<file path="src/rtl/seq_shift_add_multiplier_pkg.sv">
// Shared definitions for the shift-and-add multiplier.
// Contents:
//   state_t : FSM state encoding. IDLE=00, BUSY=01, DONE=10.
//             The code 11 is unused and the FSM recovers from it to IDLE.
package seq_shift_add_multiplier_pkg;

  typedef enum logic [1:0] {
    IDLE = 2'b00,
    BUSY = 2'b01,
    DONE = 2'b10
  } state_t;

endpackage

</file>
<file path="src/rtl/seq_shift_add_multiplier_adder.sv">
// n_bit_adder: ripple-carry adder built from binary full-adder (BFA) bit slices.
// Ports:
//   i_a, i_b : W-bit addends
//   i_cin    : carry into bit 0
//   o_sum    : W-bit sum
// There is no carry-out port. Callers that need the carry widen the operands
// by one zero bit, so the carry lands in the top sum bit.
module n_bit_adder #(
  parameter int W = 4
) (
  input  logic [W-1:0] i_a,
  input  logic [W-1:0] i_b,
  input  logic         i_cin,
  output logic [W-1:0] o_sum
);

  logic [W-1:0] w_carry;

  assign w_carry[0] = i_cin;

  for (genvar i = 0; i < W; i++) begin : g_bfa
    assign o_sum[i] = i_a[i] ^ i_b[i] ^ w_carry[i];
    // The carry out of the top slice has nowhere to go, so it is not built.
    if (i < W - 1) begin : g_carry
      assign w_carry[i+1] = (i_a[i] & i_b[i]) | (w_carry[i] & (i_a[i] ^ i_b[i]));
    end
  end

endmodule

</file>
<file path="src/rtl/seq_shift_add_multiplier.sv">
// seq_shift_add_multiplier: unsigned n x n -> 2n multi-cycle multiplier.
// The multiplier handles one multiplier bit per cycle. It uses a single
// (n+1)-bit ripple adder for the partial sums.
// Ports:
//   i_clk     : clock. All state changes on the rising edge.
//   i_reset   : synchronous, active-high reset. Abandons any operation in flight.
//   i_start   : request. Sampled only in IDLE.
//   i_a, i_b  : multiplicand and multiplier. Captured when i_start is accepted.
//   o_busy    : high for the n cycles of computation.
//   o_done    : one-cycle pulse when o_product becomes valid.
//   o_product : result. Held until the next operation completes.
module seq_shift_add_multiplier
  import seq_shift_add_multiplier_pkg::*;
#(
  parameter int n = 8
) (
  input  logic           i_clk,
  input  logic           i_reset,
  input  logic           i_start,
  input  logic [n-1:0]   i_a,
  input  logic [n-1:0]   i_b,
  output logic           o_busy,
  output logic           o_done,
  output logic [2*n-1:0] o_product
);

  localparam int CW = $clog2(n + 1);

  state_t           r_state;
  state_t           w_nextState;
  logic [n-1:0]     r_mcand;
  logic [2*n-1:0]   r_acc;
  logic [CW-1:0]    r_cnt;
  logic [2*n-1:0]   r_product;

  logic [n:0]       w_addA;
  logic [n:0]       w_addB;
  logic [n:0]       w_sum;
  logic [2*n-1:0]   w_shifted;
  logic             w_lastBit;

  // The operands are zero-extended to n+1 bits. The carry is kept in
  // w_sum[n], which becomes the top bit of the accumulator after the shift.
  assign w_addA = {1'b0, r_acc[2*n-1:n]};
  assign w_addB = r_acc[0] ? {1'b0, r_mcand} : '0;

  n_bit_adder #(
    .W(n + 1)
  ) u_adder (
    .i_a  (w_addA),
    .i_b  (w_addB),
    .i_cin(1'b0),
    .o_sum(w_sum)
  );

  // The multiplier bit just used drops off the bottom of the accumulator.
  assign w_shifted = {w_sum, r_acc[n-1:1]};
  assign w_lastBit = (r_cnt == CW'(1));

  always_ff @(posedge i_clk) begin
    if (i_reset) begin
      r_state <= IDLE;
    end else begin
      r_state <= w_nextState;
    end
  end

  // The outputs are decoded from r_state only. They have no path from the inputs.
  always_comb begin
    w_nextState = IDLE;
    o_busy      = 1'b0;
    o_done      = 1'b0;
    case (r_state)
      IDLE: w_nextState = i_start ? BUSY : IDLE;
      BUSY: begin
        o_busy      = 1'b1;
        w_nextState = w_lastBit ? DONE : BUSY;
      end
      DONE: begin
        o_done      = 1'b1;
        w_nextState = IDLE;
      end
      default: w_nextState = IDLE;
    endcase
  end

  // o_product is loaded only on the final BUSY cycle. Partial sums never
  // reach the output.
  always_ff @(posedge i_clk) begin
    if (i_reset) begin
      r_mcand   <= '0;
      r_acc     <= '0;
      r_cnt     <= '0;
      r_product <= '0;
    end else begin
      case (r_state)
        IDLE: begin
          if (i_start) begin
            r_mcand <= i_a;
            r_acc   <= {{n{1'b0}}, i_b};
            r_cnt   <= CW'(n);
          end
        end
        BUSY: begin
          r_acc <= w_shifted;
          r_cnt <= r_cnt - CW'(1);
          if (w_lastBit) begin
            r_product <= w_shifted;
          end
        end
        default: ;
      endcase
    end
  end

  assign o_product = r_product;

endmodule

</file>
<file path="config.mk">
export PLATFORM = sky130hd
export DESIGN_NAME = seq_shift_add_multiplier
export DESIGN_NICKNAME = d
export VERILOG_FILES = /design/src/rtl/seq_shift_add_multiplier_pkg.sv /design/src/rtl/seq_shift_add_multiplier_adder.sv /design/src/rtl/seq_shift_add_multiplier.sv
export SDC_FILE = /design/constraint.sdc
export NUM_CORES = 1
export LEC_CHECK = 0
export BUFFER_PORTS_ARGS = -buffer_cell sky130_fd_sc_hd__clkbuf_2
export CAP_MARGIN = 25
export CORE_UTILIZATION = 45
export CTS_BUF_LIST = sky130_fd_sc_hd__clkbuf_8
export CTS_CLUSTER_SIZE = 8
export DETAILED_ROUTE_END_ITERATION = 8
export HOLD_SLACK_MARGIN = 0.15
export PLACE_DENSITY = 0.7
export SLEW_MARGIN = 30
export SYNTH_ARGS = -nofsm -noshare
export SYNTH_HDL_FRONTEND = slang
export SYNTH_SLANG_ARGS = --single-unit
</file>
<file path="constraint.sdc">
create_clock -name i_clk -period 8.5 [get_ports i_clk]
set_clock_uncertainty 0.15 [all_clocks]
set_input_delay 0.85 -clock i_clk [delete_from_list [all_inputs] [get_ports i_clk]]
set_output_delay 0.85 -clock i_clk [all_outputs]
set_load 0.05 [all_outputs]
</file>
==> flow_summary.toml <==
[status]
status = "complete, no violations"

[clocking]
htree_levels = 2
cts.clk_slew.worst_paths_ns = 0.08
cts_tree = "built"
cts_sinks = 46
cts_setup_buffers = 0
clock_path_buffers = 2
clk_latency_ns = 0.30
cts_resized = 0
cts_hold_buffers = 0
cts_buffers = 5
cts_root_buf = "clkbuf_8"

[placed_design]
numPortBuffers = 36
dp_hpwl_um = 2660
dp_slack_ns = 4.31
placed_cell_area_um2 = 2100
gp_congestion = 0.823

[global_route]
grt_pass1_vias = 1389
grt_pass1_wl_um = 6620
grt_overflow = 0
grt_max_degree = 32
antenna_found_initial = 0
grtUsageTotal_pct = 19.9

[power]
power.leakage_nw = 0.849
p_int_w = 0.000311
pwr-share-seq_pct = 55.6
clkPwrFrac_pct = 32.4
combPwrFrac_pct = 12.0
power.switching_w = 0.000111
p_per_area_nw_per_um2 = 193
ir_drop_uv = 108
netSwitchingFraction_pct = 26.3

[route]
drcViolationCount = 0
first_iter_violations = 75
ant_nets = 0
wire_per_inst_um = 14.1
via_count = 1467
viasPerCell = 5.33
route.final.wire_length_um = 3880
first_pass_iters = 4

[finish]
syn2layout_area_growth_pct = 14.3
num_antenna_cells = 0
postLayoutCellArea_um2 = 2190
nets = 253
final_layout_size_suffix_gt1_share_pct = 24.9

[floorplanning]
initial_core_util_pct = 47.5
rows = 23
die_y_um = 67.2
die_area_um2 = 4520
die_x_um = 67.2
ios = 37
core_um2 = 4030

[timing]
rsz0062_at_grt = "no"
finalWorstSetupSlack_ns = 4.29
min_period_ns = 4.21
tns_ns = 0
max_freq_mhz = 238
setup_viol = 0
max-slew-margin-rel_pct = 48.4
tightestPinTransition_ns = 0.773
hold_viol = 0
slew_violations = 0
hold_slack_ns = 0.317
finalCritPeriodShare_pct = 49.5

[setup_path]
crit_path_frequent_cell = "fa_1"
reg2reg_setup_slack_ns = 4.29
path_cells = "and2_1 > ha_1 > inv_1 > fa_1 > fa_1 > fa_1 > fa_1 > fa_1 > fa_1 > fa_1 > a2bb2oi_1 > nor2_1"
crit_path_max_incr_delay_ns = 0.52
critPathTopFamily = "adder cells"
critPathBufInv = 1
reg2reg_depth = 12
cp.arrival_ns = 4.23
cp.depth = 12
cp_max_fo = 9
cp-start-kind = "flip-flop"
crit_path_top_delay_cell = "fa_1"
critPathRequiredTime_ns = 8.52
cp-end-kind = "flip-flop"
worstSetupPathType = "flip-flop to flip-flop"

[yosys]
avgSynthCellArea_um2 = 9.91
synth_cell_types = 33
yosysTopAreaCell = "dfxtp_1"
ys_seq_elements = 46
ys.flop_type = "dfxtp_1"
yosysSeqAreaShare_pct = 48.1
postSynth.asyncResetShare_pct = 0
syn_inst = 193
synth_edf_count = 0
yosysWarnings = 0
synth_area_leaders = "dfxtp_1 (48%), fa_1 (7.3%), a22o_2 (4.2%), a2bb2oi_1 (4.1%), nor2_1 (4.1%)"
syn_nets = 222
synth_top_cell_area_share_pct = 48.1
synth_area_um2 = 1910

[job]
maxCapViolCount = 0

[worst_hold_path]
hp-class = "flip-flop to flip-flop"
min_path_cells = 1
==> layout make-up <==
class	instances	area [um2]
Timing Repair Buffer	37	188
Clock inverter	2	8.76
Fill cell	407	1840
Tap cell	50	62.6
Sequential cell	46	921
Multi-Input combinational cell	120	860
Clock buffer	6	82.6
Inverter	14	65.1
==> layer usage <==
metal  track usage, %  wire, um  up-vias
li1                 -         -      738
met4             7.18        60        0
met2             29.3      1720       32
met5                0         0        -
met1             27.9      1930      691
met3             5.07       166        6
==> worst register-to-register path: cells and delay by family (launching register included) <==
kind / cells / cell delay, ns
adder cells (fa/ha/maj): 8 / 3.03
buffers and inverters: 1 / 0.05
flip-flops: 1 / 0.46
AO/OA/AOI/OAI: 1 / 0.18
AND/OR/NAND/NOR: 2 / 0.22
==> registers in the layout, summed over array words and instances (netlist names) <==
signal,count
o_product,16
r_cnt,4
r_mcand,8
r_acc,16
r_state,2
==> worst paths after layout <==
check	start	endpoint
worst max-delay path	r_acc[0]	r_acc[14]
worst min-delay path	o_product[8]	o_product[8]
worst max register to register	r_acc[0]	r_acc[14]
worst min register to register	o_product[8]	o_product[8]
==> cells in the mapped netlist (2+ instances only) <==
library cell and count:
dfxtp_1 46, nor2_1 21, nand2_1 15, inv_1 12, a211oi_1 9, a21oi_1 9
a2bb2oi_1 9, a22o_2 8, o21ai_0 8, o2bb2ai_1 8, fa_1 7, o22ai_1 7
clkbuf_1 6, buf_2 3, ha_1 3, buf_1 2, buf_6 2, nand2b_1 2
nor3_1 2
==> cells in the final DEF, fill, tap and decap left out <==
master / count
a211oi_1: 9
a21oi_1: 9
a22o_2: 8
a2bb2oi_1: 9
a311oi_1: 1
and2_1: 1
buf_4: 1
clkbuf_2: 36
clkbuf_8: 6
clkinv_2: 1
clkinv_8: 1
dfxtp_1: 46
fa_1: 7
ha_1: 3
inv_1: 13
inv_2: 1
nand2_1: 15
nand2b_1: 2
nand3b_1: 1
nor2_1: 21
nor3_1: 2
nor3b_1: 1
nor4_1: 1
nor4b_1: 1
o21ai_0: 8
o21ba_1: 1
o21ba_2: 1
o21bai_1: 1
o22ai_1: 7
o2bb2ai_1: 8
or3_1: 1
or3b_4: 1
xor2_1: 1
==> cell families (layout without fill, tap and decap cells) <==
kind of cell,Yosys count,in the layout,synth area share [%]
adder cells (fa/ha/maj),10,10,9.29
AO/OA/AOI/OAI,62,62,24.1
AND/OR/NAND/NOR,47,47,11.1
buffers and inverters,27,59,6.93
XOR/XNOR,1,1,0.458
flip-flops,46,46,48.1
==> per-stage QoR <==
step	util (%)	power (W)	std cells
after floorplan	-	0.000276	193
after CTS	54.3	0.000424	275
final	54.3	0.000422	275
after global routing	54.3	0.000441	275
after global placement	52.0	0.000289	267
after detailed placement	52.0	0.000290	267
==> power by group through the flow <==
| stage | logic [W] | clock network, W | registers (W) |
|---|---|---|---|
| after floorplan | 0.0000395 | 0 | 0.000237 |
| after global placement | 0.0000503 | 0 | 0.000239 |
| after detailed placement | 0.0000508 | 0 | 0.000239 |
| after CTS | 0.0000511 | 0.000138 | 0.000234 |
| after global routing | 0.0000565 | 0.000148 | 0.000236 |
| final | 0.0000505 | 0.000137 | 0.000234 |
No activity file was read; power rests on OpenSTA's default activity.
